===== config.mk =====
export PLATFORM = sky130hd
export DESIGN_NAME = obstacle_scheduler
export DESIGN_NICKNAME = d
export VERILOG_FILES = /design/src/rtl/obstacle_scheduler.sv
export SDC_FILE = /design/constraint.sdc
export NUM_CORES = 1
export LEC_CHECK = 0
export CAP_MARGIN = 20
export CORE_MARGIN = 2
export CORE_UTILIZATION = 55
export CTS_CLUSTER_DIAMETER = 200
export DETAILED_ROUTE_END_ITERATION = 6
export PLACE_DENSITY = 0.78
export SLEW_MARGIN = 20
export SYNTH_ARGS = -nofsm -noshare
export SYNTH_HDL_FRONTEND = slang
export SYNTH_SLANG_ARGS = --single-unit

===== constraint.sdc =====
create_clock -name clk -period 8.7 [get_ports clk]
set_input_delay 0.87 -clock clk [delete_from_list [all_inputs] [get_ports clk]]
set_output_delay 0.87 -clock clk [all_outputs]
set_load 0.01 [all_outputs]

===== src/rtl/obstacle_scheduler.sv =====
// Row-ordered ring buffer of generated obstacles; once per frame it retires
// rows behind the player and streams every in-view entry to game_logic.
module obstacle_scheduler #(
   parameter int DEPTH             = 16,
   parameter int HALF_BLOCK_LENGTH = 64,
   parameter int VIEW_ROWS         = 8
) (
   input  logic                       clk,
   input  logic                       rst,
   input  logic                       new_frame,
   input  logic [15:0]                player_score,
   input  logic                       game_over,
   input  logic [15:0]                gen_obstacle,
   input  logic [15:0]                gen_row,
   input  logic                       gen_valid,
   output logic                       gen_ready,
   output logic [15:0]                obstacle,
   output logic [15:0]                obstacle_row,
   output logic                       obstacle_valid,
   output logic                       firstrow,
   output logic                       sweep_done,
   output logic                       overrun,
   output logic [$clog2(DEPTH+1)-1:0] occupancy
);

   localparam int PTR_W = $clog2(DEPTH);
   localparam int CNT_W = $clog2(DEPTH+1);
   localparam int SHIFT = $clog2(HALF_BLOCK_LENGTH);

   typedef enum logic [1:0] {
      ST_IDLE,
      ST_RETIRE,
      ST_SWEEP,
      ST_DONE
   } state_t;

   state_t state, next_state;

   logic [15:0]      mem_obs [DEPTH];
   logic [15:0]      mem_row [DEPTH];
   logic [PTR_W-1:0] head, tail, rd_ptr;
   logic [CNT_W-1:0] count, idx;
   logic [15:0]      cur_row, view_last;
   logic             push, pop, issue, frame_accept;

   assign gen_ready = (count < CNT_W'(DEPTH)) && !game_over;
   assign push      = gen_valid && gen_ready;
   assign rd_ptr    = head + idx[PTR_W-1:0];
   assign view_last = cur_row + 16'(VIEW_ROWS - 1);
   assign occupancy = count;
   assign sweep_done = (state == ST_DONE);

   always_ff @(posedge clk) begin
      if (rst) state <= ST_IDLE;
      else     state <= next_state;
   end

   always_comb begin
      next_state   = state;
      pop          = 1'b0;
      issue        = 1'b0;
      frame_accept = 1'b0;
      case (state)
         ST_IDLE: begin
            if (new_frame && !game_over) begin
               frame_accept = 1'b1;
               next_state   = ST_RETIRE;
            end
         end
         ST_RETIRE: begin
            if ((count != '0) && (mem_row[head] < cur_row)) pop = 1'b1;
            else                                            next_state = ST_SWEEP;
         end
         ST_SWEEP: begin
            // count is live, so entries pushed during the sweep may also issue
            if ((idx < count) && (mem_row[rd_ptr] <= view_last)) issue = 1'b1;
            else                                                 next_state = ST_DONE;
         end
         ST_DONE:  next_state = ST_IDLE;
         default:  next_state = ST_IDLE;
      endcase
   end

   always_ff @(posedge clk) begin
      if (push) begin
         mem_obs[tail] <= gen_obstacle;
         mem_row[tail] <= gen_row;
      end
   end

   always_ff @(posedge clk) begin
      if (rst) begin
         head           <= '0;
         tail           <= '0;
         count          <= '0;
         idx            <= '0;
         cur_row        <= '0;
         overrun        <= 1'b0;
         obstacle       <= '0;
         obstacle_row   <= '0;
         obstacle_valid <= 1'b0;
         firstrow       <= 1'b0;
      end else begin
         if (push) tail <= tail + 1'b1;
         if (pop)  head <= head + 1'b1;
         case ({push, pop})
            2'b10:   count <= count + 1'b1;
            2'b01:   count <= count - 1'b1;
            default: count <= count;
         endcase
         if (frame_accept) begin
            cur_row <= player_score >> SHIFT;
            idx     <= '0;
         end else if (issue) begin
            idx <= idx + 1'b1;
         end
         if (new_frame && (state != ST_IDLE)) overrun <= 1'b1;
         obstacle_valid <= issue;
         if (issue) begin
            obstacle     <= mem_obs[rd_ptr];
            obstacle_row <= mem_row[rd_ptr];
            firstrow     <= (mem_row[rd_ptr] == cur_row);
         end
      end
   end

endmodule

==> results of run 1 <==
## Yosys cell counts, types with 4 or more instances
cell type	n	area share
clkbuf_1	41	0.0063
nor2_1	61	0.0094
a21oi_1	46	0.0094
mux2i_1	27	0.011
xnor2_1	19	0.0068
o21a_1	4	0.0012
buf_2	26	0.0053
nor4_1	16	0.0041
nor4b_1	4	0.0014
nor3_1	22	0.0045
o31ai_1	5	0.0015
inv_1	28	0.0043
o21ai_0	23	0.0047
buf_1	5	0.00077
and3_1	28	0.0072
xor2_1	10	0.0036
a211oi_1	7	0.0022
nand3_1	30	0.0062
nand3b_1	4	0.0012
nand2b_1	5	0.0013
edfxtp_1	512	0.63
mux4_2	161	0.15
a311o_1	18	0.0074
or3_1	6	0.0015
mux2_2	6	0.0028
dfxtp_1	69	0.057
nand4_1	7	0.0018
ha_1	42	0.022
nor2b_1	4	0.0010
nand2_1	119	0.018
## final cells by class
type	count	area, sq um
Antenna cell	1	2.50
Clock buffer	66	1460
Clock inverter	39	447
Fill cell	3065	15900
Inverter	28	105
Multi-Input combinational cell	712	7340
Sequential cell	581	16800
Tap cell	592	741
Timing Repair Buffer	120	1130
## sequential cells by signal (all words and copies together) (netlist names), 2 cells and up, named ones only
name,flops
obstacle,16
tail,4
cur_row,10
idx,5
mem_row,256
state,2
head,4
mem_obs,256
occupancy,5
obstacle_row,16
## cells by family (layout without fill, tap and decap cells)
| group | after synthesis | in the layout |
|---|---|---|
| other cells | 0 | 1 |
| fa+ha+maj | 43 | 43 |
| compound gates | 126 | 126 |
| simple gates | 318 | 318 |
| flops | 581 | 581 |
| buf+inv | 103 | 253 |
| mux | 196 | 196 |
| xor+xnor | 29 | 29 |
## worst max path at each step
stage,start,slack [ns],end,cells past startpoint
4_1_cts,idx[2],2.45,firstrow,15
6_report,idx[2],2.48,firstrow,15
5_1_grt,idx[2],2.20,firstrow,15
3_3_place_gp,idx[2],2.62,firstrow,15
2_1_floorplan,flip-flop,3.50,occupancy[4],21
3_5_place_dp,idx[2],2.49,firstrow,15
## per-layer routing
metal	vias up	GRT usage
li1	5812	-
met1	6988	0.330
met2	674	0.421
met3	100	0.0481
met4	2	0.0817
met5	-	0
## worst reg2reg max path, cell delays in order (launching register included)
cell     delay, ns
dfxtp_1       0.42
ha_1          0.38
a21oi_1       0.34
nand3_1       0.55
nand2_2       0.73
buf_4         0.51
mux2_2        0.41
o21a_1        0.25
ha_1          0.33
nand3_1       0.10
o32a_1        0.37
o31ai_1       0.12
nand4_1       0.42
buf_4         0.51
nor4_1        0.52
a32o_1        0.22
## power breakdown
part / total (mW) / switching, mW / internal [mW] / leakage [nW]
clock: 2.49 / 1.04 / 1.44 / 0.930
combinational: 0.226 / 0.133 / 0.0928 / 2.81
sequential: 3.07 / 0.0168 / 3.06 / 5.17
total: 5.78 / 1.19 / 4.59 / 8.91
## per-stage QoR
| step | setup slack, ns | power, mW | area, sq um | std cells | hold slack, ns |
|---|---|---|---|---|---|
| finish | 2.48 | 5.78 | 28000 | 2139 | 0.462 |
| global route | 2.20 | 5.95 | 28000 | 2139 | 0.490 |
| CTS | 2.45 | 5.82 | 28000 | 2138 | 0.466 |
| detailed placement | 2.49 | 3.36 | 26100 | 2033 | 0.454 |
| global placement | 2.62 | 3.34 | 26100 | 2033 | 0.444 |
| floorplan | 3.50 | 3.26 | 24400 | 1396 | 0.457 |
==> tab_implementation.tex, run 1 <==
\begin{tabular}{lr}
\hline
Metric & Value \\
\hline
\multicolumn{2}{l}{\textbf{Logic synthesis}} \\
\quad Dominant combinational cell family by area after synthesis & multiplexers \\
\quad Synth Area in Compound Gates & 0.0347 \\
\quad Number of distinct library cell variants in the gate-level netlist after synthesis & 57 \\
\quad Post-synthesis instance area & approximately 0.024 sq mm \\
\quad Simple-gate share of the synthesized area & 0.0622 \\
\quad Area share of fa/ha/maj cells after synthesis & 0.0224 \\
\quad Mux cell area share after synthesis & 0.165 \\
\quad Number of flip-flops and latches in the synthesized netlist & slightly below 600 \\
\quad Post-Synthesis Mean Instance Area & about 17 sq um \\
\quad Number of flops mapped to enable cells by yosys & just over 500 \\
\quad Async S/R FF share, synth & 0 \\
\quad Post-synthesis xor/xnor area fraction & 0.0104 \\
\quad Proportion of synthesized chip area in sequential cells & 0.688 \\
\quad Gate Count Post-Synth & about 1400 \\
\quad Dominant register cell in the synthesized netlist & edfxtp\_1 \\
\quad Number of warnings reported in the yosys synthesis log & 0 \\
\quad Syn nets & around 1500 \\
\multicolumn{2}{l}{\textbf{Global routing}} \\
\quad Overall fraction of global-route tracks in use & 0.249 \\
\quad Vias in the first global route & between 10000 and 15000 \\
\quad Final global-route overflow total & 0 \\
\quad Wire length of the first global-routing pass & $\sim$86000 microns \\
\quad Largest net degree at the start of global routing & 56 \\
\quad Antenna violations before repair & 2 \\
\multicolumn{2}{l}{\textbf{Final layout}} \\
\quad Synth-to-Final Area Change & 14.8\% \\
\quad Leading cell types in the layout, fill and taps excluded & edfxtp\_1, mux4\_2, nand2\_1 \\
\quad Most common cell after layout, fill and taps aside & edfxtp\_1 \\
\quad Ratio of cells with drive above 1 in the final layout & 0.207 \\
\quad Number of nets in the finished design & $\sim$1600 \\
\quad Post-layout utilization of the core & 0.637 \\
\multicolumn{2}{l}{\textbf{Clock tree}} \\
\quad CTS clock-pin slew for the worst setup and hold paths & 0.06 ns \\
\quad Post-cts resize count & 0 \\
\quad Htree depth & 2 \\
\quad Number of post-CTS setup repair buffers & 0 \\
\quad Clock latency reported for the late side of the worst-skew pair & between 0.6 and 0.7 ns \\
\quad Number of buffers on the longest clock path & 3 \\
\quad CTS tree & done \\
\quad Clock tree sinks & approximately 580 \\
\quad Clock root buffer & clkbuf\_16 \\
\quad Count of hold buffers inserted by post-cts repair & 0 \\
\quad Number of clock buffers inserted by TritonCTS & 56 \\
\multicolumn{2}{l}{\textbf{STA}} \\
\quad Achievable clock frequency & 161 MHz \\
\quad Final Setup Violations & 0 \\
\quad Final-report hold violation count & 0 \\
\quad Worst setup skew after layout & around 0.033 ns \\
\quad Setup repair after global routing missed its margin & no \\
\quad Final Cycle Share & 0.715 \\
\quad Crit path time final & slightly above 6 ns \\
\quad Slew at the pin closest to its max-slew limit & a little over 0.9 ns \\
\quad Total Negative Setup Slacks & 0 ns \\
\quad Total count of max-transition violations in the final report & 0 \\
\quad Max\_slew headroom & 0.382 \\
\multicolumn{2}{l}{\textbf{Critical path}} \\
\quad Req. time, crit path & roughly 9.2 ns \\
\quad Critical path's slowest cell & nand2\_2 \\
\quad CP startpoint kind & flip-flop \\
\quad Ordered list of cells on the worst path & ha\_1 -> a21oi\_1 -> nand3\_1 -> nand2\_2 -> buf\_4 -> mux2\_2 -> o21a\_1 -> ha\_1 -> nand3\_1 -> o32a\_1 -> o31ai\_1 -> nand4\_1 -> buf\_4 -> nor4\_1 -> a32o\_1 \\
\quad Arrival time reported for the critical path endpoint & about 6.8 ns \\
\quad Worst-path maximum fanout & 53 \\
\quad CP endpoint kind & flip-flop \\
\quad Number of cell instances on the worst register-to-register path & 15 \\
\quad Number of buffers and inverters on the critical path & 2 \\
\quad Category of the most critical setup path & reg -> reg \\
\quad Slowest Stage Delay on Critical Path & $\sim$0.72 ns \\
\quad FF-to-FF Start & idx[2] \\
\quad Minimum setup slack among reg-to-reg paths & about 2.5 ns \\
\quad Delay-heaviest family, CP & simple AND/OR/NAND/NOR gates \\
\quad R2R Path End & firstrow \\
\multicolumn{2}{l}{\textbf{Placed design}} \\
\quad Routability Congestion & approximately 0.83 \\
\quad Number of buffers added on ports & slightly below 90 \\
\quad HPWL reported at the end of detailed placement & 29800 microns \\
\multicolumn{2}{l}{\textbf{Power and ir drop}} \\
\quad PwrDens & between 200 and 250 mW/mm\^{}2 \\
\quad Worst VDD drop & about 0.00017 V \\
\quad Leakage power figure & 8.91 nW \\
\multicolumn{2}{l}{\textbf{Worst hold path}} \\
\quad Class of the tightest hold or removal check & reg -> reg \\
\quad Startpoint of the lowest-slack hold path & obstacle\_row[10] \\
\quad Worst hold path depth & 2 \\
\quad Endpoint of the worst hold path & obstacle\_row[10] \\
\multicolumn{2}{l}{\textbf{Route}} \\
\quad Top Layer Used & met5 \\
\quad WL per Instance & 26.3 microns \\
\quad Wire length on met3 & around 5100 microns \\
\quad Total vias in the final route & about 14000 \\
\quad DRC violations left & 0 \\
\quad Antenna viol nets, final & 0 \\
\quad Routed via count divided by cell count & between 6 and 7 \\
\quad Number of DRC markers in iteration 0 & around 1400 \\
\quad Routed length on met1 & about 22000 microns \\
\quad Total met2 wirelength after detailed routing & $\sim$28000 microns \\
\quad First-pass DRT Iterations & 5 \\
\quad Total routed wirelength & about 56000 microns \\
\multicolumn{2}{l}{\textbf{Die}} \\
\quad Height of the die & about 210 microns \\
\quad Core area & between 0.04 and 0.05 sq mm \\
\quad Number of ports placed on the die boundary & 95 \\
\quad Die span in x & $\sim$210 microns \\
\quad Area of the die & between 0.04 and 0.05 sq mm \\
\quad Effective utilization at floorplan & 0.555 \\
\quad Number of standard-cell rows in the floorplan & 77 \\
\multicolumn{2}{l}{\textbf{Flow run}} \\
\quad MaxCap Viol Count & 0 \\
\multicolumn{2}{l}{\textbf{Run status}} \\
\quad Run status & finished clean \\
\hline
\end{tabular}
Power figures use the tool's default switching activity.
==> run 2: changes to the inputs <==
--- a/config.mk
+++ b/config.mk
@@ -10,7 +10,7 @@
 export CORE_UTILIZATION = 55
 export CTS_CLUSTER_DIAMETER = 200
 export DETAILED_ROUTE_END_ITERATION = 6
-export PLACE_DENSITY = 0.78
+export PLACE_DENSITY = 0.81
 export SLEW_MARGIN = 20
 export SYNTH_ARGS = -nofsm -noshare
 export SYNTH_HDL_FRONTEND = slang
==> constraint.sdc (replaced) <==
create_clock -name clk -period 5.6 [get_ports clk]
set_input_delay 0.56 -clock clk [delete_from_list [all_inputs] [get_ports clk]]
set_output_delay 0.56 -clock clk [all_outputs]
set_load 0.01 [all_outputs]
==> tab_implementation.tex, run 2 (same netlist as run 1, synthesis figures left out) <==
\begin{tabular}{lr}
\hline
Metric & Value \\
\hline
\multicolumn{2}{l}{\textbf{Clock tree}} \\
\quad CTS clock-pin slew for the worst setup and hold paths & 0.06 ns (about the same) \\
\quad Clock tree sinks & 581 (unchanged) \\
\quad Number of clock buffers inserted by TritonCTS & 57 (+1.8\%) \\
\quad Number of buffers on the longest clock path & 3 (unchanged) \\
\quad CTS tree & done \\
\quad Clock root buffer & clkbuf\_16 \\
\quad Htree depth & 2 (unchanged) \\
\quad Count of hold buffers inserted by post-cts repair & 0 (unchanged) \\
\quad Clock latency reported for the late side of the worst-skew pair & 0.63 ns (about the same) \\
\quad Post-cts resize count & 0 (unchanged) \\
\quad Number of post-CTS setup repair buffers & 0 (unchanged) \\
\multicolumn{2}{l}{\textbf{STA}} \\
\quad Max\_slew headroom & 0.275 (-0.107) \\
\quad Setup repair after global routing missed its margin & no \\
\quad Total Negative Setup Slacks & 0 ns (unchanged) \\
\quad Total count of max-transition violations in the final report & 0 (unchanged) \\
\quad Worst setup skew after layout & 0.0366 ns (+0.00389 ns) \\
\quad Final-report hold violation count & 0 (unchanged) \\
\quad Final Setup Violations & 0 (unchanged) \\
\quad Slew at the pin closest to its max-slew limit & 1.09 ns (+0.160 ns) \\
\quad Crit path time final & 5.11 ns (-1.11 ns) \\
\quad Achievable clock frequency & 196 MHz (+22\%) \\
\quad Final Cycle Share & 0.912 (+0.197) \\
\quad Hold\_ws & 0.454 ns (-0.00859 ns) \\
\multicolumn{2}{l}{\textbf{Global routing}} \\
\quad Antenna violations before repair & 2 (unchanged) \\
\quad Final global-route overflow total & 0 (unchanged) \\
\quad Vias in the first global route & 14200 (+0.35\%) \\
\quad Largest net degree at the start of global routing & 56 (unchanged) \\
\quad Overall fraction of global-route tracks in use & 0.254 (+0.00466) \\
\quad Wire length of the first global-routing pass & 87400 microns (+2.1\%) \\
\multicolumn{2}{l}{\textbf{Route}} \\
\quad Antenna viol nets, final & 0 (unchanged) \\
\quad First-pass DRT Iterations & 5 (unchanged) \\
\quad Total routed wirelength & 57700 microns (+2.4\%) \\
\quad WL per Instance & 26.8 microns (+1.7\%) \\
\quad DRC violations left & 0 (unchanged) \\
\quad Routed via count divided by cell count & 6.40 (+0.87\%) \\
\quad Total vias in the final route & 13800 (+1.6\%) \\
\quad Number of DRC markers in iteration 0 & 1696 (+23\%) \\
\multicolumn{2}{l}{\textbf{Placed design}} \\
\quad Routability Congestion & 0.825 (-0.57\%) \\
\quad Number of buffers added on ports & 88 (unchanged) \\
\quad Placed Cells incl. Taps & 2049 (+0.79\%) \\
\quad HPWL reported at the end of detailed placement & 33500 microns (+13\%) \\
\multicolumn{2}{l}{\textbf{Critical path}} \\
\quad Worst-path maximum fanout & 36 (-32\%) \\
\quad Arrival time reported for the critical path endpoint & 5.66 ns (-1.10 ns) \\
\quad Delay-heaviest family, CP & adder cells \\
\quad Startpoint of the worst setup timing path & idx[0] \\
\quad Number of buffers and inverters on the critical path & 3 (+1) \\
\quad CP startpoint kind & flip-flop \\
\quad Req. time, crit path & 6.15 ns (-3.09 ns) \\
\quad Critical path's slowest cell & fa\_4 \\
\quad Category of the most critical setup path & reg -> reg \\
\quad Critical path's most frequent cell & o31ai\_1 \\
\quad Ordered list of cells on the worst path & ha\_4 -> fa\_4 -> buf\_12 -> mux4\_2 -> mux2i\_1 -> mux2\_2 -> inv\_1 -> ha\_1 -> a211oi\_1 -> o21ai\_0 -> nand3b\_1 -> o31ai\_1 -> o31ai\_1 -> nand4\_1 -> buf\_4 -> a311o\_1 -> a21oi\_1 \\
\quad Slowest Stage Delay on Critical Path & 1.06 ns (+0.34 ns) \\
\quad CP endpoint kind & flip-flop \\
\quad FF-to-FF Start & idx[0] \\
\multicolumn{2}{l}{\textbf{Power and ir drop}} \\
\quad Sum of internal, switching and leakage power & 8.95 mW (+55\%) \\
\quad Leakage power figure & 8.97 nW (+0.68\%) \\
\quad Worst VDD drop & 0.000267 V (+55\%) \\
\quad PwrDens & 318 mW/mm\^{}2 (+54\%) \\
\multicolumn{2}{l}{\textbf{Die}} \\
\quad Area of the die & 0.0460 sq mm (unchanged) \\
\quad Core area & 0.0439 sq mm (unchanged) \\
\quad Die span in x & 214 microns (unchanged) \\
\quad Height of the die & 214 microns (unchanged) \\
\quad Number of standard-cell rows in the floorplan & 77 (unchanged) \\
\quad Effective utilization at floorplan & 0.555 (unchanged) \\
\quad Number of ports placed on the die boundary & 95 (unchanged) \\
\multicolumn{2}{l}{\textbf{Final layout}} \\
\quad Synth-to-Final Area Change & 15.3\% \\
\quad Registers with the most flip-flops & mem\_obs: 256 flops, mem\_row: 256 flops \\
\quad Ratio of cells with drive above 1 in the final layout & 0.215 (+0.00812) \\
\quad Filler Cell Count & 2965 (-3.3\%) \\
\quad Final Non-Filler Cells & 2155 (+0.75\%) \\
\quad Most common cell after layout, fill and taps aside & edfxtp\_1 \\
\quad Number of nets in the finished design & 1612 (+1.1\%) \\
\quad Leading cell types in the layout, fill and taps excluded & edfxtp\_1, mux4\_2, nand2\_1 \\
\multicolumn{2}{l}{\textbf{Flow run}} \\
\quad MaxCap Viol Count & 0 (unchanged) \\
\multicolumn{2}{l}{\textbf{Worst hold path}} \\
\quad Startpoint of the lowest-slack hold path & obstacle\_row[0] \\
\quad Class of the tightest hold or removal check & reg -> reg \\
\multicolumn{2}{l}{\textbf{Run status}} \\
\quad Run status & finished clean \\
\hline
\end{tabular}
-- run 2: worst register-to-register path, cell delays in order (launching register included) --
cell,delay (ns)
dfxtp_1,0.37
ha_4,0.19
fa_4,1.06
buf_12,0.24
mux4_2,0.31
mux2i_1,0.19
mux2_2,0.29
inv_1,0.07
ha_1,0.31
a211oi_1,0.24
o21ai_0,0.13
nand3b_1,0.10
o31ai_1,0.08
o31ai_1,0.34
nand4_1,0.21
buf_4,0.36
a311o_1,0.41
a21oi_1,0.16
-- run 2: cell type report --
class	instances	area, sq um	area share
multi-input cells	712	7340	0.261
clock inverters	38	379	0.0135
well taps	592	741	0.0264
clock buffers	67	1490	0.0532
repair buffers	136	1290	0.0458
inverters	28	105	0.00374
diodes	1	2.50	0.0000890
flip-flops and latches	581	16800	0.596
-- run 2: final timing paths --
| kind | endpoint | slack (ns) | cells past startpoint |
|---|---|---|---|
| worst max-delay path | obstacle[4] | 0.49 | 17 |
| worst min-delay path | obstacle_row[0] | 0.45 | 2 |
| worst max register to register | obstacle[4] | 0.49 | 17 |
| worst min register to register | obstacle_row[0] | 0.45 | 2 |
-- run 2: report_power, final --
part / internal [mW] / switching, mW
clock network: 2.19 / 1.63
registers: 4.75 / 0.0268
logic: 0.146 / 0.211
total: 7.08 / 1.87
-- run 2: layer usage --
| layer | wire (microns) | track usage |
|---|---|---|
| met2 | 28600 | 0.421 |
| met4 | 2130 | 0.102 |
| met3 | 5020 | 0.0516 |
| met5 | 11 | 0 |
| met1 | 21900 | 0.334 |
-- run 2: per-stage QoR --
step	instance area (sq um)	setup WS [ns]	util
2_1_floorplan	24400	0.401	-
3_3_place_gp	26200	0.628	0.597
3_5_place_dp	26200	0.524	0.597
4_1_cts	28100	0.519	0.640
5_1_grt	28100	0.215	0.640
6_report	28100	0.491	0.640
